### src/rtl/ex_unit_bank.sv
// Bank of independent single-issue execute units, one per reservation-station
// slot. Each unit captures a ready entry, computes its result for one cycle,
// then presents a one-cycle result pulse on its own bus lane.

package ex_unit_pkg;
    localparam int EX_UNITS    = 4;
    localparam int ROB_ID_SIZE = 5;

    localparam logic [6:0] OP_LUI   = 7'b0110111;
    localparam logic [6:0] OP_AUIPC = 7'b0010111;
    localparam logic [6:0] OP_JAL   = 7'b1101111;
    localparam logic [6:0] OP_JALR  = 7'b1100111;
    localparam logic [6:0] OP_BR    = 7'b1100011;
    localparam logic [6:0] OP_IMM   = 7'b0010011;
    localparam logic [6:0] OP_REG   = 7'b0110011;
    localparam logic [6:0] OP_LOAD  = 7'b0000011;

    typedef struct packed {
        logic                   valid;
        logic                   r1;
        logic                   r2;
        logic [31:0]            rs1_v;
        logic [31:0]            rs2_v;
        logic [6:0]             opcode;
        logic [2:0]             funct3;
        logic [2:0]             aluop;
        logic [2:0]             cmpop;
        logic                   alu_cmp;
        logic [ROB_ID_SIZE-1:0] rob_id_dest;
        logic [31:0]            pc;
        logic [31:0]            b_imm;
    } rs_d;

    typedef struct packed {
        logic                   ready;
        logic [ROB_ID_SIZE-1:0] rob_id;
        logic [31:0]            rd_data;
        logic                   br_en;
        logic [31:0]            br_target;
    } ex_data_bus_t;
endpackage

module ex_unit_bank
    import ex_unit_pkg::*;
#(
    parameter int size     = EX_UNITS,
    parameter int rob_size = ROB_ID_SIZE
) (
    input  logic         clk,
    input  logic         rst,
    input  logic         branch_mispredict,
    input  rs_d          rs_data      [size],
    output ex_data_bus_t alu_data_bus [size]
);

    localparam logic [1:0] IDLE = 2'd0;
    localparam logic [1:0] EXEC = 2'd1;
    localparam logic [1:0] DONE = 2'd2;

    // Operand register: everything the result depends on, frozen at capture.
    typedef struct packed {
        logic [31:0]         rs1;
        logic [31:0]         rs2;
        logic [6:0]          opcode;
        logic [2:0]          funct3;
        logic [2:0]          aluop;
        logic [2:0]          cmpop;
        logic                alu_cmp;
        logic [rob_size-1:0] rob_id;
        logic [31:0]         pc;
        logic [31:0]         b_imm;
    } op_t;

    genvar gi;
    generate
        for (gi = 0; gi < size; gi++) begin : g_unit
            logic [1:0]   state_q, state_d;
            op_t          op_q, op_d;
            ex_data_bus_t bus_q, bus_d;
            logic         capture;
            logic [31:0]  alu_res;
            logic         cmp_res;
            logic [31:0]  sum_res;
            logic         unused_funct3;

            // funct3 is carried for debug visibility only; ops are pre-decoded.
            assign unused_funct3 = ^op_q.funct3;

            assign capture = (state_q == IDLE) && rs_data[gi].valid
                             && rs_data[gi].r1 && rs_data[gi].r2;
            assign sum_res = op_q.rs1 + op_q.rs2;

            // ALU datapath on the captured operands.
            always_comb begin
                alu_res = '0;
                case (op_q.aluop)
                    3'b000:  alu_res = op_q.rs1 + op_q.rs2;
                    3'b001:  alu_res = op_q.rs1 << op_q.rs2[4:0];
                    3'b010:  alu_res = $unsigned($signed(op_q.rs1) >>> op_q.rs2[4:0]);
                    3'b011:  alu_res = op_q.rs1 - op_q.rs2;
                    3'b100:  alu_res = op_q.rs1 ^ op_q.rs2;
                    3'b101:  alu_res = op_q.rs1 >> op_q.rs2[4:0];
                    3'b110:  alu_res = op_q.rs1 | op_q.rs2;
                    default: alu_res = op_q.rs1 & op_q.rs2;
                endcase
            end

            // Comparator shared by set-less-than and conditional branches.
            always_comb begin
                cmp_res = 1'b0;
                case (op_q.cmpop)
                    3'b000:  cmp_res = (op_q.rs1 == op_q.rs2);
                    3'b001:  cmp_res = (op_q.rs1 != op_q.rs2);
                    3'b100:  cmp_res = ($signed(op_q.rs1) <  $signed(op_q.rs2));
                    3'b101:  cmp_res = ($signed(op_q.rs1) >= $signed(op_q.rs2));
                    3'b110:  cmp_res = (op_q.rs1 <  op_q.rs2);
                    3'b111:  cmp_res = (op_q.rs1 >= op_q.rs2);
                    default: cmp_res = 1'b0;
                endcase
            end

            // Next state: capture in IDLE, produce result in EXEC, drop pulse in DONE.
            always_comb begin
                state_d = state_q;
                op_d    = op_q;
                bus_d   = bus_q;
                case (state_q)
                    IDLE: begin
                        if (capture) begin
                            op_d.rs1     = rs_data[gi].rs1_v;
                            op_d.rs2     = rs_data[gi].rs2_v;
                            op_d.opcode  = rs_data[gi].opcode;
                            op_d.funct3  = rs_data[gi].funct3;
                            op_d.aluop   = rs_data[gi].aluop;
                            op_d.cmpop   = rs_data[gi].cmpop;
                            op_d.alu_cmp = rs_data[gi].alu_cmp;
                            op_d.rob_id  = rs_data[gi].rob_id_dest;
                            op_d.pc      = rs_data[gi].pc;
                            op_d.b_imm   = rs_data[gi].b_imm;
                            state_d      = EXEC;
                        end
                    end
                    EXEC: begin
                        bus_d.ready     = 1'b1;
                        bus_d.rob_id    = op_q.rob_id;
                        bus_d.rd_data   = '0;
                        bus_d.br_en     = 1'b0;
                        bus_d.br_target = '0;
                        case (op_q.opcode)
                            OP_LUI, OP_AUIPC: bus_d.rd_data = alu_res;
                            OP_REG, OP_IMM:
                                bus_d.rd_data = op_q.alu_cmp ? {31'b0, cmp_res} : alu_res;
                            OP_JAL: begin
                                bus_d.rd_data   = op_q.pc + 32'd4;
                                bus_d.br_en     = 1'b1;
                                bus_d.br_target = sum_res;
                            end
                            OP_JALR: begin
                                bus_d.rd_data   = op_q.pc + 32'd4;
                                bus_d.br_en     = 1'b1;
                                bus_d.br_target = sum_res & ~32'd1;
                            end
                            OP_BR: begin
                                bus_d.br_en     = cmp_res;
                                bus_d.br_target = cmp_res ? (op_q.pc + op_q.b_imm)
                                                          : (op_q.pc + 32'd4);
                            end
                            default: ;
                        endcase
                        state_d = DONE;
                    end
                    DONE: begin
                        bus_d.ready = 1'b0;
                        state_d     = IDLE;
                    end
                    default: state_d = IDLE;
                endcase
                // Flush: drop any pending result and block capture this edge.
                if (branch_mispredict) begin
                    state_d     = IDLE;
                    op_d        = op_q;
                    bus_d       = bus_q;
                    bus_d.ready = 1'b0;
                end
            end

            // State, operand and result registers.
            always_ff @(posedge clk) begin
                if (rst) begin
                    state_q <= IDLE;
                    op_q    <= '0;
                    bus_q   <= '0;
                end else begin
                    state_q <= state_d;
                    op_q    <= op_d;
                    bus_q   <= bus_d;
                end
            end

            assign alu_data_bus[gi] = bus_q;
        end
    endgenerate

endmodule
### config.mk
export PLATFORM = sky130hd
export DESIGN_NAME = ex_unit_bank
export DESIGN_NICKNAME = d
export VERILOG_FILES = /design/src/rtl/ex_unit_bank.sv
export SDC_FILE = /design/constraint.sdc
export NUM_CORES = 2
export LEC_CHECK = 0
export BUFFER_PORTS_ARGS = -buffer_cell sky130_fd_sc_hd__buf_2
export CAP_MARGIN = 5
export CELL_PAD_IN_SITES_DETAIL_PLACEMENT = 0
export CELL_PAD_IN_SITES_GLOBAL_PLACEMENT = 2
export CORE_MARGIN = 4
export CORE_UTILIZATION = 35
export DETAILED_ROUTE_END_ITERATION = 8
export PLACE_DENSITY_LB_ADDON = 0.25
export SYNTH_ARGS = -nofsm -noshare
export SYNTH_HDL_FRONTEND = slang
export SYNTH_SLANG_ARGS = --single-unit
export TNS_END_PERCENT = 50
### constraint.sdc
create_clock -name clk -period 5.4 [get_ports clk]
set_input_delay 0.27 -clock clk [delete_from_list [all_inputs] [get_ports clk]]
set_output_delay 0.27 -clock clk [all_outputs]
set_load 0.02 [all_outputs]
======== After elaboration in Yosys (flattened, before gate mapping) ========
Cells that the tools add are included.
storage, ports and cells
  memories kept ........................... 0
  flip-flop bits (word level) ............. 880
  bits of input ports ..................... 615
  output and inout port bits .............. 284
  memory bits (writable) .................. 0
  word-level logic and storage cells ...... 294
  latch bits .............................. 0
  memory bits (read-only) ................. 0
cells by class
  order comparisons ....................... 16
  div/mod/pow operators ................... 0
  equal/unequal tests ..................... 92
  shifts and indexed selects .............. 12
  $mul .................................... 0
  multiplexer cells ....................... 36
  add/sub/neg operators ................... 16
  bitwise logic cells ..................... 13
  reduce and logical (&&, ||, !) cells .... 49
operator list
  kind                                            count
  case mux 32 bit (7 select lines)                4
  case mux 33 bit (3 select lines)                4
  case mux 32 bit (3 select lines)                4
  adder 32 bit                                    8
  >= comparator 32 bit                            8
  < comparator 32 bit                             8
  two-way mux 32 bit                              8
  adder 32 x 3 -> 32 bit (second input constant)  4
  AND 32 bit                                      4
  == test 32 bit                                  4
  != test 32 bit                                  4
  bitwise OR 32 bit                               4
  left shift 32 x 5 -> 32 bit                     4
  >> shifter 32 x 5 -> 32 bit                     4
  >>> shifter 32 x 5 -> 32 bit                    4
  subtractor 32 bit                               4
  XOR 32 bit                                      4
  == test 3 bit (second input constant)           28
  == test 7 bit (second input constant)           12
  == test 7 x 5 -> 1 bit (second input constant)  8
  == test 7 x 6 -> 1 bit (second input constant)  8
  OR reduction 2 bit                              13
  == test 3 x 1 -> 1 bit (second input constant)  8
  == test 3 x 2 -> 1 bit (second input constant)  8
  14 further kinds                                65

======== Depth between registers and ports, before layout ========
  word-level depth ........................ 6
  gate-level depth with buffers ........... 20
  gate-level depth less buffers ........... 14

======== Least setup slack after synthesis ========
Ideal clock, no wire load.
  path kind ............................... reg-to-reg
  from .................................... register g_unit[1].op_q[86] (netlist bit)
  to ...................................... register g_unit[1].bus_q (netlist bit alu_data_bus[173])
  buffers on the path ..................... 6
  setup slack ............................. 0.599 ns
  cell stages (with the launch flop) ...... 16
  data required time ...................... 5.326 ns
  data arrival time ....................... 4.727 ns
  setup time .............................. 0.074 ns
  period minus slack after synthesis ...... 4.801 ns
  cell sequence ........................... dfxtp_1 buf_2 buf_1 buf_1 inv_2 ha_1 or4_1 or4_1 and4_1 o21ai_1 and4_1 clkbuf_1 buf_2 buf_2 nand3_1 a31oi_1
on the way
  cells in the longest elaborated chain, start to end .. 4
  elaborated cells on any way between the ends .. 10
  classes of those cells .................. add/sub: 1; order compare: 4; eq/ne: 2; mux: 3
ends and longest elaborated chain
  what                                                RTL line  source
  start: declaration                                  78        op_t op_q, op_d;
  start signal: assignment                            195       op_q <= op_d;
  >= comparator 32 bit, or another cell as far along  117       3'b111: cmp_res = (op_q.rs1 >= op_q.rs2);
  case mux 1 bit (6 select lines)                     111       case (op_q.cmpop)
  two-way mux 32 bit                                  165       bus_d.br_target = cmp_res ? (op_q.pc + op_q.b_imm)
  case mux 33 bit (3 select lines) (*)                149       case (op_q.opcode)
  end signal: assignment                              196       bus_q <= bus_d;
  end: declaration                                    79        ex_data_bus_t bus_q, bus_d;
Mark *: on every way between the ends. The rest lies on a longest branch, timed or not.
A chain may end at the register's enable or synchronous reset.

======== Worst setup path in the final report ========
  from .................................... register g_unit[3].op_q[118] (netlist bit)
  to ...................................... register g_unit[3].bus_q (netlist bit alu_data_bus[24])
on the way
  cells in the longest elaborated chain, start to end .. 4
  elaborated cells on any way between the ends .. 10
  classes of those cells .................. add/sub: 1; order compare: 4; eq/ne: 2; mux: 3
ends and longest elaborated chain
  what                                                RTL line
  start: declaration                                  78
  start signal: assignment                            195
  >= comparator 32 bit, or another cell as far along  117
  case mux 1 bit (6 select lines)                     111
  two-way mux 32 bit                                  165
  case mux 33 bit (3 select lines) (*)                149
  end signal: assignment                              196
  end: declaration                                    79
Marks and branches as above.

==> summary.txt <==
Clocking
  – CTS Buf Count: 112
  – Longest Clk Path Bufs: 3
  – CTS clk-pin slew, worst paths: 0.07 ns
  – CTS tree: done
  – Clock latency on the worst-skew pair: 0.80 ns
  – H-tree levels: 3
  – # clock sinks: 880
  – Root Buffer: clkbuf_16

Floorplanning
  – Die width: 482 um
  – Die height: 482 um
  – Core box area: 223000 sq um
  – I/O pin cnt: 899
  – Initial Util: 0.353
  – Core Rows: 173
  – Die ar.: 232000 sq um

Critical path
  – CP endpoint kind: flop
  – Crit path largest cell delay: 0.89 ns
  – Worst-path maximum fanout: 24
  – Critical Path RT: 6.09 ns
  – CP startpoint kind: flop
  – Crit path DAT: 5.78 ns
  – Critical path cell sequence: inv_1 > ha_1 > fa_1 > o21bai_1 > a2111oi_0 > buf_4 > o41ai_1 > a21oi_1 > o311a_1 > mux2i_1 > a211o_2 > nor3_4 > a221o_1 > o221a_1
  – Slowest-stage cell, CP: o41ai_1
  – Crit Path Class: flop to flop

Cells and area
  – Area Growth Syn to Fin: 23.3%
  – Layout cell share with drive strength beyond 1: 0.156
  – Layout net count: 13100
  – Seq. cell area: 17600 sq um
  – Area of the multi-input gates: 56400 sq um
  – Post-Layout Inst Area: 96900 sq um
  – Non-filler instance count after layout: 15000
  – Fill count: 23000

STA
  – Min cycle time layout: 5.09 ns
  – Max transition margin: 0.164
  – RSZ-0062 raised after global routing: false
  – Final setup margin: 0.312 ns
  – Hold Fails Final Rpt: 0
  – Setup_tns: 0 ns
  – Slew Viols, Final: 0
  – Clock Skew: 0.0465 ns
  – Max frequency: 0.197 GHz
  – Worst-Margin Slew: 1.25 ns
  – Final worst path period share: 0.942
  – Final setup viols: 0

Global route
  – GR Util All Layers: 0.342
  – Largest net degree at the start of global routing: 148
  – Vias in the first global route: 85800
  – Grt total ovfl: 0
  – M3 GR Usage: 0.0566
  – Top Usage Layer GRT: met2
  – First-pass GRT wire length: 598 mm
  – Initial antenna violation count: 53
  – Met2 usage: 0.541
  – GR Util met1: 0.451

Job
  – MaxCap Viol Count: 0

Synthesis
  – YS warnings: 0
  – Cell variety after synth: 96
  – Syn Inst Count: 10700
  – Mapped Area: 78600 sq um
  – Seq cells post-synth: 880
  – Asr flop ratio synth: 0
  – Net Count, Synth: 11900
  – Syn avg cell area: 7.32 sq um
  – Synth Flop Type: dfxtp_1
  – Post-synth EDFFs: 0
  – Post-synthesis sequential area ratio: 0.224

Routing
  – DR DRC count: 0
  – Routed vias: 89600
  – Final WL: 416 mm
  – DRT iter0 DRCs: 9602
  – Final ANT Viol Nets: 0
  – Routed length per instance: 27.8 um
  – Pre-Repair DR Iteration Count: 6
  – Vias per cell: 5.97

Place
  – Place WS: 0.0420 ns
  – Port bufs: 886
  – Placer Congestion: 1.03
  – Placed cell areas: 86700 sq um
  – Post-DP HPWL: 322 mm
  – Dpl cells: 14200

Power and ir drop
  – Power, Total: 18.7 mW
  – VDD IR max: 0.291 mV
  – Lkg Pwr: 37.8 nW
  – Power Density: 193 nW/um^2

Min path
  – Hold Path Class: input pin to flop

Status
  – Outcome: completed
-- final timing paths --
path | startpoint | end | slack, ns | cells after the start
worst max register to register | g_unit[3].op_q[118]$_SDFFE_PP0P_ | alu_data_bus[24]$_SDFFE_PP0P_ | 0.31 | 14
worst min register to register | g_unit[2].op_q[68]$_SDFFE_PP0P_ | alu_data_bus[140]$_SDFFE_PP0P_ | 0.45 | 2
worst min-delay path | rs_data[152] | g_unit[3].state_q[0]$_SDFFE_PP0P_ | 0.14 | 3
worst max-delay path | g_unit[3].op_q[118]$_SDFFE_PP0P_ | alu_data_bus[24]$_SDFFE_PP0P_ | 0.31 | 14
-- final cells by class --
| type | count | area share |
|---|---|---|
| Timing Repair Buffer | 1849 | 0.138 |
| Clock inverter | 58 | 0.00787 |
| Inverter | 455 | 0.0177 |
| Clock buffer | 152 | 0.0340 |
| Antenna cell | 32 | 0.000826 |
| Tap cell | 2975 | 0.0384 |
| Multi-Input combinational cell | 8599 | 0.582 |
| Sequential cell | 880 | 0.182 |
-- logic make-up after synthesis --
group | Yosys count | synth area share
AO/OA/AOI/OAI | 3578 | 0.284
multiplexers | 461 | 0.0985
adder cells (fa/ha/maj) | 565 | 0.0911
flip-flops | 880 | 0.224
buffers and inverters | 1255 | 0.0606
AND/OR/NAND/NOR | 3621 | 0.200
XOR/XNOR | 374 | 0.0417
-- cell usage in the layout, fill, tap and decap left out, types with 44 or more instances in the layout --
cell type	Yosys	final
nor3_1	195	187
or3_1	70	70
buf_4	0	346
nand4_1	53	53
mux4_2	246	246
nand3_1	225	225
mux2i_1	179	179
a221oi_1	58	58
a21oi_1	1440	1440
a22o_1	49	49
and2_1	58	58
o22ai_1	72	72
o21a_1	44	44
nand2_1	1852	1851
o221ai_1	81	81
buf_2	19	885
o21bai_1	84	84
and3_1	64	64
a211oi_1	120	119
o31ai_1	57	57
xor2_1	115	115
a22oi_1	115	115
clkbuf_16	0	114
o21ai_0	656	656
nor2_1	796	793
a21o_1	132	132
o211ai_1	129	129
dlygate4sd3_1	0	606
a31oi_1	124	124
ha_1	553	553
dfxtp_1	880	863
xnor2_1	259	259
nor4_1	50	48
nand2b_1	63	59
nor2b_1	62	58
inv_1	434	433
-- sequential cells by signal, indices dropped and copies added (netlist names) --
signal	flops
g_unit.op_q	588
alu_data_bus	284
g_unit.state_q	8
-- report_power, final --
part           total (mW)  internal (mW)  switching, mW
Clock                8.38           4.91           3.47
Combinational        3.61           1.43           2.18
Sequential           6.75           6.60          0.148
-- critical path: cells and delay by family (launching register included) --
family,cells,cell delay (ns)
AO/OA/AOI/OAI,8,3.32
adder cells (fa/ha/maj),2,0.62
flip-flops,1,0.33
multiplexers,1,0.30
buffers and inverters,2,0.26
AND/OR/NAND/NOR,1,0.15
-- through the flow --
step / hold slack (ns) / utilization
after global routing: 0.119 / 0.435
after CTS: 0.00224 / 0.435
after detailed placement: 0.447 / 0.389
after floorplan: 0.406 / -
after global placement: 0.439 / 0.389
final: 0.137 / 0.435
-- routing by layer --
layer  vias to the layer above  share of wire
met5                         -        0.00012
met3                       739          0.077
met2                      3958           0.44
met4                         6          0.059
li1                      41100              -
met1                     43800           0.42
-- synthesized netlist by cell type, types with 62 or more instances --
| cell | instances | area share |
|---|---|---|
| and3_1 | 64 | 0.0051 |
| a31oi_1 | 124 | 0.0099 |
| nand2_1 | 1852 | 0.088 |
| xor2_1 | 115 | 0.013 |
| a21o_1 | 132 | 0.013 |
| mux2i_1 | 179 | 0.023 |
| nand2b_1 | 63 | 0.0050 |
| nand3_1 | 225 | 0.014 |
| a22oi_1 | 115 | 0.011 |
| a21oi_1 | 1440 | 0.092 |
| mux4_2 | 246 | 0.071 |
| o211ai_1 | 129 | 0.012 |
| o221ai_1 | 81 | 0.0090 |
| nor3_1 | 195 | 0.012 |
| xnor2_1 | 259 | 0.029 |
| inv_1 | 434 | 0.021 |
| ha_1 | 553 | 0.088 |
| nor2b_1 | 62 | 0.0049 |
| nor2_1 | 796 | 0.038 |
| o21bai_1 | 84 | 0.0080 |
| buf_1 | 88 | 0.0042 |
| o22ai_1 | 72 | 0.0057 |
| or3_1 | 70 | 0.0056 |
| dfxtp_1 | 880 | 0.22 |
| clkbuf_1 | 689 | 0.033 |
| o21ai_0 | 656 | 0.042 |
| a211oi_1 | 120 | 0.011 |
-- timing repair --
item | CTS | global route
gates resized for setup | 0 | 2
hold buffers | 605 | 1
hold endpoints to repair | 594 | 1
setup endpoints to repair | 0 | 30
buffers inserted | 0 | 0
Note: power is estimated with default switching activity, not from simulation.
